--- config.mk ---
export PLATFORM = sky130hd
export DESIGN_NAME = pixel_stream_packer_flat
export DESIGN_NICKNAME = d
export VERILOG_FILES = /design/src/rtl/pixel_pkg.sv /design/src/rtl/pixel_stream_packer_if.sv /design/src/rtl/axis_skid_buffer.sv /design/src/rtl/pixel_stream_packer.sv /design/src/flat_wrapper.sv
export SDC_FILE = /design/constraint.sdc
export NUM_CORES = 1
export LEC_CHECK = 0
export ABC_AREA = 1
export CAP_MARGIN = 5
export CORE_MARGIN = 4
export CORE_UTILIZATION = 48
export DETAILED_ROUTE_END_ITERATION = 10
export PLACE_DENSITY_LB_ADDON = 0.25
export SLEW_MARGIN = 30
export SYNTH_ARGS = -nofsm -noshare
export SYNTH_HDL_FRONTEND = slang
export SYNTH_SLANG_ARGS = --single-unit
--- constraint.sdc ---
create_clock -name aclk -period 1.35 [get_ports aclk]
set_input_delay 0.135 -clock aclk [delete_from_list [all_inputs] [get_ports aclk]]
set_output_delay 0.135 -clock aclk [all_outputs]
set_load 0.01 [all_outputs]
--- src/rtl/pixel_pkg.sv ---
// Shared types for the pixel stream packer: colour struct, bus width, FSM states.
package pixel_pkg;

  localparam int unsigned PIX_W = 24;

  typedef struct packed {
    logic [7:0] r;
    logic [7:0] g;
    logic [7:0] b;
  } rgb_t;

  typedef enum logic {
    WAIT_SOF = 1'b0,
    ACTIVE   = 1'b1
  } state_t;

  // Flatten a colour into the {r,g,b} bus ordering, r in the top byte.
  function automatic logic [PIX_W-1:0] pack_rgb(input rgb_t c);
    return {c.r, c.g, c.b};
  endfunction

endpackage

--- src/rtl/pixel_stream_packer_if.sv ---
// Pixel input handshake plus AXI4-Stream video output, bundled as one bus.
// slave: the packer's view; master: the surrounding producer/sink view.
interface pixel_stream_packer_if;
  import pixel_pkg::*;

  logic             in_valid;
  logic             in_ready;
  logic [7:0]       in_r;
  logic [7:0]       in_g;
  logic [7:0]       in_b;
  logic             in_sof;
  logic [PIX_W-1:0] m_axis_tdata;
  logic             m_axis_tvalid;
  logic             m_axis_tready;
  logic             m_axis_tuser;
  logic             m_axis_tlast;

  modport slave (
    input  in_valid, in_r, in_g, in_b, in_sof, m_axis_tready,
    output in_ready, m_axis_tdata, m_axis_tvalid, m_axis_tuser, m_axis_tlast
  );

  modport master (
    output in_valid, in_r, in_g, in_b, in_sof, m_axis_tready,
    input  in_ready, m_axis_tdata, m_axis_tvalid, m_axis_tuser, m_axis_tlast
  );

endinterface

--- src/rtl/axis_skid_buffer.sv ---
// Two-entry registered skid buffer: an output register plus one overflow slot.
// s_ready_o is a flop, so there is no combinational path from m_ready_i back upstream.
module axis_skid_buffer #(
  parameter int unsigned DATA_W = 8
) (
  input  logic              clk_i,
  input  logic              rst_i,
  input  logic              s_valid_i,
  output logic              s_ready_o,
  input  logic [DATA_W-1:0] s_data_i,
  output logic              m_valid_o,
  input  logic              m_ready_i,
  output logic [DATA_W-1:0] m_data_o
);

  logic              out_valid_q, out_valid_d;
  logic [DATA_W-1:0] out_data_q,  out_data_d;
  logic              skid_valid_q, skid_valid_d;
  logic [DATA_W-1:0] skid_data_q,  skid_data_d;
  logic              ready_q, ready_d;
  logic              push;
  logic              out_free;

  // Next-state for both slots; the skid slot only fills while the output stalls.
  always_comb begin
    push         = s_valid_i & ready_q;
    out_free     = ~out_valid_q | m_ready_i;
    out_valid_d  = out_valid_q;
    out_data_d   = out_data_q;
    skid_valid_d = skid_valid_q;
    skid_data_d  = skid_data_q;
    if (out_free) begin
      if (skid_valid_q) begin
        out_valid_d  = 1'b1;
        out_data_d   = skid_data_q;
        skid_valid_d = 1'b0;
      end else begin
        out_valid_d = push;
        if (push) begin
          out_data_d = s_data_i;
        end
      end
    end else if (push) begin
      skid_valid_d = 1'b1;
      skid_data_d  = s_data_i;
    end
    ready_d = ~skid_valid_d;
  end

  // Slot registers with synchronous clear; clear discards anything buffered.
  always_ff @(posedge clk_i) begin
    if (rst_i) begin
      out_valid_q  <= 1'b0;
      out_data_q   <= '0;
      skid_valid_q <= 1'b0;
      skid_data_q  <= '0;
      ready_q      <= 1'b0;
    end else begin
      out_valid_q  <= out_valid_d;
      out_data_q   <= out_data_d;
      skid_valid_q <= skid_valid_d;
      skid_data_q  <= skid_data_d;
      ready_q      <= ready_d;
    end
  end

  assign s_ready_o = ready_q;
  assign m_valid_o = out_valid_q;
  assign m_data_o  = out_data_q;

endmodule

--- src/rtl/pixel_stream_packer.sv ---
// Packs per-pixel r/g/b into AXI4-Stream video with tuser (SOF) / tlast (EOL),
// resynchronising to the producer's in_sof marker.
// Optional: define PACKER_ERR_CNT_EN to expose err_cnt, a saturating count of
// mid-frame in_sof events.
module pixel_stream_packer
  import pixel_pkg::*;
#(
  parameter int unsigned H_ACTIVE = 640,
  parameter int unsigned V_ACTIVE = 480
) (
  input  logic                  aclk,
  input  logic                  clr,
  pixel_stream_packer_if.slave  bus
`ifdef PACKER_ERR_CNT_EN
  ,
  output logic [15:0]           err_cnt
`endif
);

  localparam int unsigned XW = $clog2(H_ACTIVE);
  localparam int unsigned YW = $clog2(V_ACTIVE);
  localparam logic [XW-1:0] X_LAST = XW'(H_ACTIVE - 1);
  localparam logic [YW-1:0] Y_LAST = YW'(V_ACTIVE - 1);

  state_t           state_q, state_d;
  logic [XW-1:0]    x_q, x_d;
  logic [YW-1:0]    y_q, y_d;
  logic             in_ready_w;
  logic             accept;
  logic             at_origin;
  logic             fwd;
  logic             tuser_c;
  logic             tlast_c;
  rgb_t             pix;
  logic [PIX_W+1:0] m_data;

  assign accept    = bus.in_valid & in_ready_w;
  assign at_origin = (x_q == '0) && (y_q == '0);
  assign pix       = '{r: bus.in_r, g: bus.in_g, b: bus.in_b};

  // State and raster-position registers.
  always_ff @(posedge aclk) begin
    if (clr) begin
      state_q <= WAIT_SOF;
      x_q     <= '0;
      y_q     <= '0;
    end else begin
      state_q <= state_d;
      x_q     <= x_d;
      y_q     <= y_d;
    end
  end

  // Leave WAIT_SOF on the first accepted start-of-frame pixel; ACTIVE is sticky.
  always_comb begin
    state_d = state_q;
    unique case (state_q)
      WAIT_SOF: if (accept && bus.in_sof) state_d = ACTIVE;
      ACTIVE:   state_d = ACTIVE;
      default:  state_d = WAIT_SOF;
    endcase
  end

  // Framing and counter advance for each accepted pixel.
  // A resync pixel is emitted as (0,0), so the counters jump straight to (1,0).
  always_comb begin
    fwd     = 1'b0;
    tuser_c = 1'b0;
    tlast_c = 1'b0;
    x_d     = x_q;
    y_d     = y_q;
    unique case (state_q)
      WAIT_SOF: begin
        if (accept && bus.in_sof) begin
          fwd     = 1'b1;
          tuser_c = 1'b1;
          x_d     = XW'(1);
          y_d     = '0;
        end
      end
      ACTIVE: begin
        if (accept) begin
          fwd = 1'b1;
          if (bus.in_sof && !at_origin) begin
            tuser_c = 1'b1;
            x_d     = XW'(1);
            y_d     = '0;
          end else begin
            tuser_c = at_origin;
            tlast_c = (x_q == X_LAST);
            if (x_q == X_LAST) begin
              x_d = '0;
              y_d = (y_q == Y_LAST) ? '0 : y_q + 1'b1;
            end else begin
              x_d = x_q + 1'b1;
            end
          end
        end
      end
      default: ;
    endcase
  end

  axis_skid_buffer #(
    .DATA_W (PIX_W + 2)
  ) u_skid (
    .clk_i     (aclk),
    .rst_i     (clr),
    .s_valid_i (fwd),
    .s_ready_o (in_ready_w),
    .s_data_i  ({tuser_c, tlast_c, pack_rgb(pix)}),
    .m_valid_o (bus.m_axis_tvalid),
    .m_ready_i (bus.m_axis_tready),
    .m_data_o  (m_data)
  );

  assign bus.in_ready     = in_ready_w;
  assign bus.m_axis_tuser = m_data[PIX_W+1];
  assign bus.m_axis_tlast = m_data[PIX_W];
  assign bus.m_axis_tdata = m_data[PIX_W-1:0];

`ifdef PACKER_ERR_CNT_EN
  logic        resync;
  logic [15:0] err_q;

  assign resync = accept && (state_q == ACTIVE) && bus.in_sof && !at_origin;

  // Saturating count of truncated frames; only clr clears it.
  always_ff @(posedge aclk) begin
    if (clr) begin
      err_q <= '0;
    end else if (resync && (err_q != '1)) begin
      err_q <= err_q + 16'd1;
    end
  end

  assign err_cnt = err_q;
`endif

endmodule
--- src/flat_wrapper.sv ---
// flat-port wrapper written by rule: the top's interface ports become plain ports
module pixel_stream_packer_flat import pixel_pkg::*;
#(
  parameter int unsigned H_ACTIVE = 640,
  parameter int unsigned V_ACTIVE = 480
)
  (aclk, clr, bus_in_valid, bus_in_r, bus_in_g, bus_in_b, bus_in_sof, bus_m_axis_tready, bus_in_ready, bus_m_axis_tdata, bus_m_axis_tvalid, bus_m_axis_tuser, bus_m_axis_tlast);
  pixel_stream_packer_if bus_i ();
  input  logic aclk;
  input  logic clr;
  input wire logic [$bits(bus_i.in_valid)-1:0] bus_in_valid;
  input wire logic [$bits(bus_i.in_r)-1:0] bus_in_r;
  input wire logic [$bits(bus_i.in_g)-1:0] bus_in_g;
  input wire logic [$bits(bus_i.in_b)-1:0] bus_in_b;
  input wire logic [$bits(bus_i.in_sof)-1:0] bus_in_sof;
  input wire logic [$bits(bus_i.m_axis_tready)-1:0] bus_m_axis_tready;
  output wire logic [$bits(bus_i.in_ready)-1:0] bus_in_ready;
  output wire logic [$bits(bus_i.m_axis_tdata)-1:0] bus_m_axis_tdata;
  output wire logic [$bits(bus_i.m_axis_tvalid)-1:0] bus_m_axis_tvalid;
  output wire logic [$bits(bus_i.m_axis_tuser)-1:0] bus_m_axis_tuser;
  output wire logic [$bits(bus_i.m_axis_tlast)-1:0] bus_m_axis_tlast;
  assign bus_i.in_valid = bus_in_valid;
  assign bus_i.in_r = bus_in_r;
  assign bus_i.in_g = bus_in_g;
  assign bus_i.in_b = bus_in_b;
  assign bus_i.in_sof = bus_in_sof;
  assign bus_i.m_axis_tready = bus_m_axis_tready;
  assign bus_in_ready = bus_i.in_ready;
  assign bus_m_axis_tdata = bus_i.m_axis_tdata;
  assign bus_m_axis_tvalid = bus_i.m_axis_tvalid;
  assign bus_m_axis_tuser = bus_i.m_axis_tuser;
  assign bus_m_axis_tlast = bus_i.m_axis_tlast;
  pixel_stream_packer #(.H_ACTIVE(H_ACTIVE), .V_ACTIVE(V_ACTIVE)) u_core (.aclk(aclk), .clr(clr), .bus(bus_i));
endmodule
Word-level counts from Yosys, hierarchy flattened --
Cells that the tools add are included.
Word-level totals: register bits 75, bits in latches 0, RAM bits 0, ROM bits 0, input bits 29, output and inout port bits 28, word-level logic and storage cells 59, memories 0
Operators by class: $add $sub $neg 2, multiply operators 0, div/mod/pow operators 0, order comparisons 0, eq/ne operators 5, shifts and indexed selects 0, muxes and demuxes 26, bitwise logic cells 7, reductions and logical operators 11
Operator list (count):
- $mux 26 | 2
- $mux 9 | 5
- $mux 10 | 4
- $pmux 10 s2 | 1
- $pmux 9 s2 | 1
- $add 10x1->10 const B | 1
- $eq 10x10->1 const B | 1
- $logic_not 10->1 | 1
- $mux 1 | 10
- $add 9x1->9 const B | 1
- $eq 9x9->1 const B | 1
- $logic_not 9->1 | 1
- $pmux 1 s2 | 3
- $reduce_and 2->1 | 3
- $not 1->1 | 4
- $logic_and 1x1->1 | 3
- $ne 3x3->1 const B | 1
- $reduce_and 3->1 | 1
- $and 1x1->1 | 2
- $ne 2x1->1 const B | 1
- $ne 2x2->1 const B | 1
- $reduce_bool 2->1 | 1
- $logic_not 1->1 | 1
- $or 1x1->1 | 1

Logic depth before layout (Yosys ltp) --
Gate-level depths: netlist of run 1.
depth in word-level cells 9, mapped depth 13, mapped depth without buffers 12

Cells and area by module --
Synthesis of run 1 repeated with hierarchy kept, for this count alone.
Second synthesis, totals: cells, all modules 604, area total of the unflattened synthesis 3901.2 µm²
By module, submodules not included:
- axis_skid_buffer | instances 1, cells each 401, area each 2560.0 µm², seq. area each 1101.1 µm²
- pixel_stream_packer | instances 1, cells each 203, area each 1341.3 µm², seq. area each 400.4 µm²

Worst setup path before layout of run 1 --
OpenSTA, ideal clock, no wires.
path kind register -> register, start point reg u_core.y_q[0], end point reg u_core.y_q[6], library setup time 0.109 ns, arrival 1.363 ns, data required time 1.241 ns, slack -0.122 ns, stages on the path, launching flop included 14, path buffers 1, clock period less this slack 1.472 ns, cells stage by stage dfxtp_1 > inv_1 > ha_1 > nand3_1 > nor2_1 > nand2_1 > nand2_2 > nand2_4 > nand2_4 > nand2_4 > buf_8 > nand2_2 > nand2_1 > inv_1
On the way: word-level cells in the longest chain between the ends 7
RTL lines:
- start, declared | RTL line pixel_stream_packer.sv:27 | logic [YW-1:0] y_q, y_d;
- start signal, assigned | RTL line pixel_stream_packer.sv:50 | y_q <= y_d;
- parallel branches: the longest is 7 deep, another holds $add 9x1->9
Parallel ways; which one is timed is not known. The select of a mux whose other input is x is not followed. A chain may end at the register's enable or synchronous reset.

Worst setup path in the final report of run 1 --
start point reg u_core.y_q[1], end point reg u_core.u_skid.out_data_q[25] (netlist: u_core.u_skid.m_data_o[25])
On the way: word-level cells in the longest chain between the ends 9
RTL lines:
- $logic_not 9->1 (*) | RTL line pixel_stream_packer.sv:38 | assign at_origin = (x_q == '0) && (y_q == '0);
- $logic_and 1x1->1 (*) | RTL line pixel_stream_packer.sv:38
- $logic_not 1->1 | RTL line pixel_stream_packer.sv:84 | if (bus.in_sof && !at_origin) begin
- $logic_and 1x1->1 | RTL line pixel_stream_packer.sv:84
- $mux 1 (*) | RTL line pixel_stream_packer.sv:84
- $mux 1 (*) | RTL line pixel_stream_packer.sv:82 | if (accept) begin
- $pmux 1 s2 (*) | RTL line pixel_stream_packer.sv:72 | unique case (state_q)
- $mux 26 (*) | RTL line axis_skid_buffer.sv:39 | if (push) begin
- $mux 26 (*) | RTL line axis_skid_buffer.sv:33 | if (skid_valid_q) begin
- end signal, assigned | RTL line axis_skid_buffer.sv:60 | out_data_q <= out_data_d;
- end, declared | RTL line axis_skid_buffer.sv:17 | logic [DATA_W-1:0] out_data_q, out_data_d;
Mark *: on every way between the ends. The rest lies on a longest branch, timed or not. The select of a mux whose other input is x is not followed.

==> results.tsv, run 1 <==
stage	metric	value	unit
floorplanning	die_area	0.00848	mm2
synthesis	synth_ff_type	dfxtp_1	
clock_network	h-tree-depth	3	
routing	vias	3827	
clock_network	root_buffer	clkbuf_8	
sta	rsz0062_at_grt	true	
run_status	status	complete, but fails checks	
routing	viasPerCell	5.55	
place	place_ws	-399	ps
global_routing	antenna_found_initial	0	
clock_network	cts_tree	done	
setup_path	critPathRequiredTime	1630	ps
floorplanning	dieWidth	92.1	um
synthesis	yosys_warnings	0	
synthesis	synth_nets	512	
hold_path	min_path_type	primary input to flip-flop	
routing	wl_per_cell	16.2	um
routing	ant_nets	0	
synthesis	async_reset_ff_share	0	%
sta	skew	6.40	ps
sta	slew_headroom	64.9	%
synthesis	netlist_area	0.00339	mm2
synthesis	syn_inst	479	
routing	dr.pass1.iters	5	
flow_run	cap_violations	0	
clock_network	clock_path_buffers	2	
sta	fmax	631	MHz
routing	routed.top_layer	met4	
setup_path	cp_data_arrival_time	1860	ps
synthesis	ys_seq_area_share	44.2	%
routing	detail_route.iter0.violations	264	
power	vdd_ir_drop_max	622	uV
routing	wl_met1	4380	um
setup_path	critPathKind	flip-flop to flip-flop	
routing	wl_met2	5740	um
global_routing	grt_max_degree	27	
global_routing	grtUsageTotal	23.1	%
power	p_per_area	939	mW/mm2
cells_and_area	syn_to_final_growth	54.8	%
sta	fin_crit_sh	117	%
setup_path	path_max_fanout	3	
synthesis	synth_seq_cells	75	
clock_network	cts_sinks	75	
routing	dr_wl_met3	652	um
sta	period_minus_slack	1580	ps
cells_and_area	final_core_util	76.9	%
global_routing	grt_pass1_wl	15900	um
synthesis	synth_cell_type_count	29	
cells_and_area	drive_gt1_share	31.9	%
floorplanning	die_h	92.1	um
place	place_hpwl	6210	um
synthesis	synth.avg_cell_area	7.08	um2
setup_path	crit_path_start_kind	flip-flop	
cells_and_area	fillerInstances	460	
clock_network	clock_latency	350	ps
routing	wl	11100	um
sta	finalSetupViolCount	40	
power	p_leak	2.31	nW
floorplanning	start_util	49.7	%
synthesis	synth_edf_count	0	
sta	finalHoldViolCount	0	
floorplanning	rows	30	
cells_and_area	nNetsFinal	622	
sta	worst_pin_slew	521	ps
clock_network	clk_pin_slew_worst_paths	80	ps
routing	drcViolationCount	0	
place	io_buffers	56	
setup_path	cp-end-kind	flip-flop	
floorplanning	core	0.00683	mm2
cells_and_area	antenna_cells	0	
sta	setup_slack	-235	ps
global_routing	grt_pass1_vias	3575	
place	gp_congestion	0.870	
power	p_total	4.93	mW
run_status	violations	negative setup slack	
clock_network	cts_buffers	9	
global_routing	overflow	0	
floorplanning	ios	57	
sta	drv_slew	0	
[final timing paths]
path	startpoint	endpoint	slack (ps)	depth (start not counted)
max	u_core.y_q[1]$_SDFFE_PP0P_	u_core.u_skid.m_data_o[25]$_SDFFE_PP0P_	-230	11
min	bus_in_sof	u_core.state_q$_SDFF_PP0_	270	3
max reg2reg	u_core.y_q[1]$_SDFFE_PP0P_	u_core.u_skid.m_data_o[25]$_SDFFE_PP0P_	-230	11
min reg2reg	u_core.u_skid.skid_data_q[8]$_SDFFE_PP0P_	u_core.u_skid.m_data_o[8]$_SDFFE_PP0P_	470	2
[cells in the mapped netlist (2+ instances only)]
| cell | instances | area (um2) |
|---|---|---|
| nand2_4 | 3 | 33.8 |
| o21ai_0 | 57 | 285 |
| nand2_2 | 5 | 31.3 |
| ha_1 | 4 | 50.1 |
| xnor2_1 | 3 | 26.3 |
| nand2_1 | 98 | 368 |
| dfxtp_1 | 75 | 1500 |
| clkbuf_1 | 12 | 45.0 |
| nand3_1 | 18 | 90.1 |
| inv_2 | 2 | 7.51 |
| nor2_1 | 90 | 338 |
| o21ai_1 | 4 | 20.0 |
| nor2_4 | 2 | 22.5 |
| buf_2 | 10 | 50.1 |
| nor2_2 | 2 | 12.5 |
| a21oi_1 | 14 | 70.1 |
| a31oi_1 | 24 | 150 |
| inv_1 | 36 | 135 |
| nand4_1 | 9 | 56.3 |
| xor2_1 | 2 | 17.5 |
[per-stage QoR]
stage,TNS (ps),instance area [um2],std cells,hold slack (ps)
2_1_floorplan,-1550,3440,479,270
3_3_place_gp,-16110,4470,658,451
3_5_place_dp,-18830,4470,658,460
4_1_cts,-1400,4790,677,370
5_1_grt,-6700,5250,689,294
6_report,-3340,5250,689,271
[routing by layer]
metal,vias up,track usage (%)
met3,36,5.74
met4,0,8.54
li1,1787,-
met2,168,40.3
met5,-,0
met1,1836,27.2
[cell usage in the layout (no fill, tap or decap), types with 2 or more instances in the layout]
cell type / netlist / layout
dfxtp_1: 75 / 68
a31oi_1: 24 / 23
nand3_2: 0 / 7
clkdlybuf4s50_1: 0 / 27
inv_1: 36 / 27
clkbuf_8: 0 / 9
dfxtp_2: 0 / 4
dlygate4sd2_1: 0 / 28
xnor2_1: 3 / 2
a21oi_2: 0 / 5
nor2_4: 2 / 8
dfxtp_4: 0 / 3
inv_4: 0 / 3
ha_4: 0 / 4
nor3_2: 1 / 2
buf_12: 0 / 7
clkbuf_16: 0 / 5
inv_2: 2 / 6
nand2_1: 98 / 86
o21ai_0: 57 / 32
o21ai_1: 4 / 8
clkinv_4: 0 / 3
buf_4: 1 / 51
xor2_1: 2 / 2
nor2_2: 2 / 16
nand3_1: 18 / 10
nand2_8: 0 / 3
nand4_1: 9 / 9
nand2_4: 3 / 6
nand2_2: 5 / 12
a21oi_1: 14 / 9
buf_8: 1 / 3
o21ai_2: 0 / 21
nor2_1: 90 / 70
buf_6: 1 / 3
[power breakdown]
group          leakage, nW  switching [mW]  total [mW]  internal [mW]
logic                 1.59           0.380       0.753          0.373
registers            0.613          0.0540        2.33           2.27
clock network        0.107           0.888        1.85          0.962
total                 2.31            1.32        4.93           3.61
[layout make-up]
cell class	instances	area, um2	share of cell area (%)
clock inverters	5	61.3	1.17
clock buffers	10	149	2.84
repair buffers	124	1230	23.4
multi-input cells	341	2010	38.3
inverters	38	161	3.07
flip-flops and latches	75	1520	28.9
well taps	96	120	2.29
[critical path: stages, from the launching register on]
cell	delay [ps]
dfxtp_4	370
inv_4	70
ha_4	130
nand3_2	80
nor2_2	120
nand2_2	80
buf_4	130
buf_4	120
buf_4	130
nand2_4	70
nand2_2	50
a21oi_1	180
[repair_timing]
| action | 4_1_cts | 5_1_grt |
|---|---|---|
| resized for setup | 70 | 98 |
| pin swaps | 19 | 26 |
| setup endpoints to repair | 64 | 71 |
| setup buffers | 2 | 9 |
| cloned | 2 | 4 |
| hold buffers | 0 | 0 |
[flip-flops by register name, summed over array words and instances, names as in the netlist]
| name | count |
|---|---|
| u_core.u_skid.m_data_o | 26 |
| u_core.state_q | 1 |
| u_core.u_skid.skid_data_q | 26 |
| u_core.x_q | 10 |
| u_core.u_skid.s_ready_o | 1 |
| u_core.y_q | 9 |
| u_core.u_skid.skid_valid_q | 1 |
| u_core.u_skid.m_valid_o | 1 |
[logic make-up after synthesis]
group | after synthesis | synth area share [%]
DFF | 75 | 44.2
adders and majority gates | 4 | 1.47
and+or+nand+nor | 231 | 28.9
xor gates and xnor gates | 5 | 1.29
AOI/OAI and AO/OA | 100 | 16.0
buffers and inverters | 64 | 8.11
Power figures use the tool's default switching activity.
==> run 2, diff against run 1 <==
- CTS_CLUSTER_DIAMETER: unset -> 120
==> results of run 2 <==
Same layout as run 1: the final DEF is identical, and so are final timing and power.
==> run 3, diff against run 2 <==
- HOLD_SLACK_MARGIN: unset -> 0.12
==> results of run 3 <==
Same layout as run 1: the final DEF is identical, and so are final timing and power.
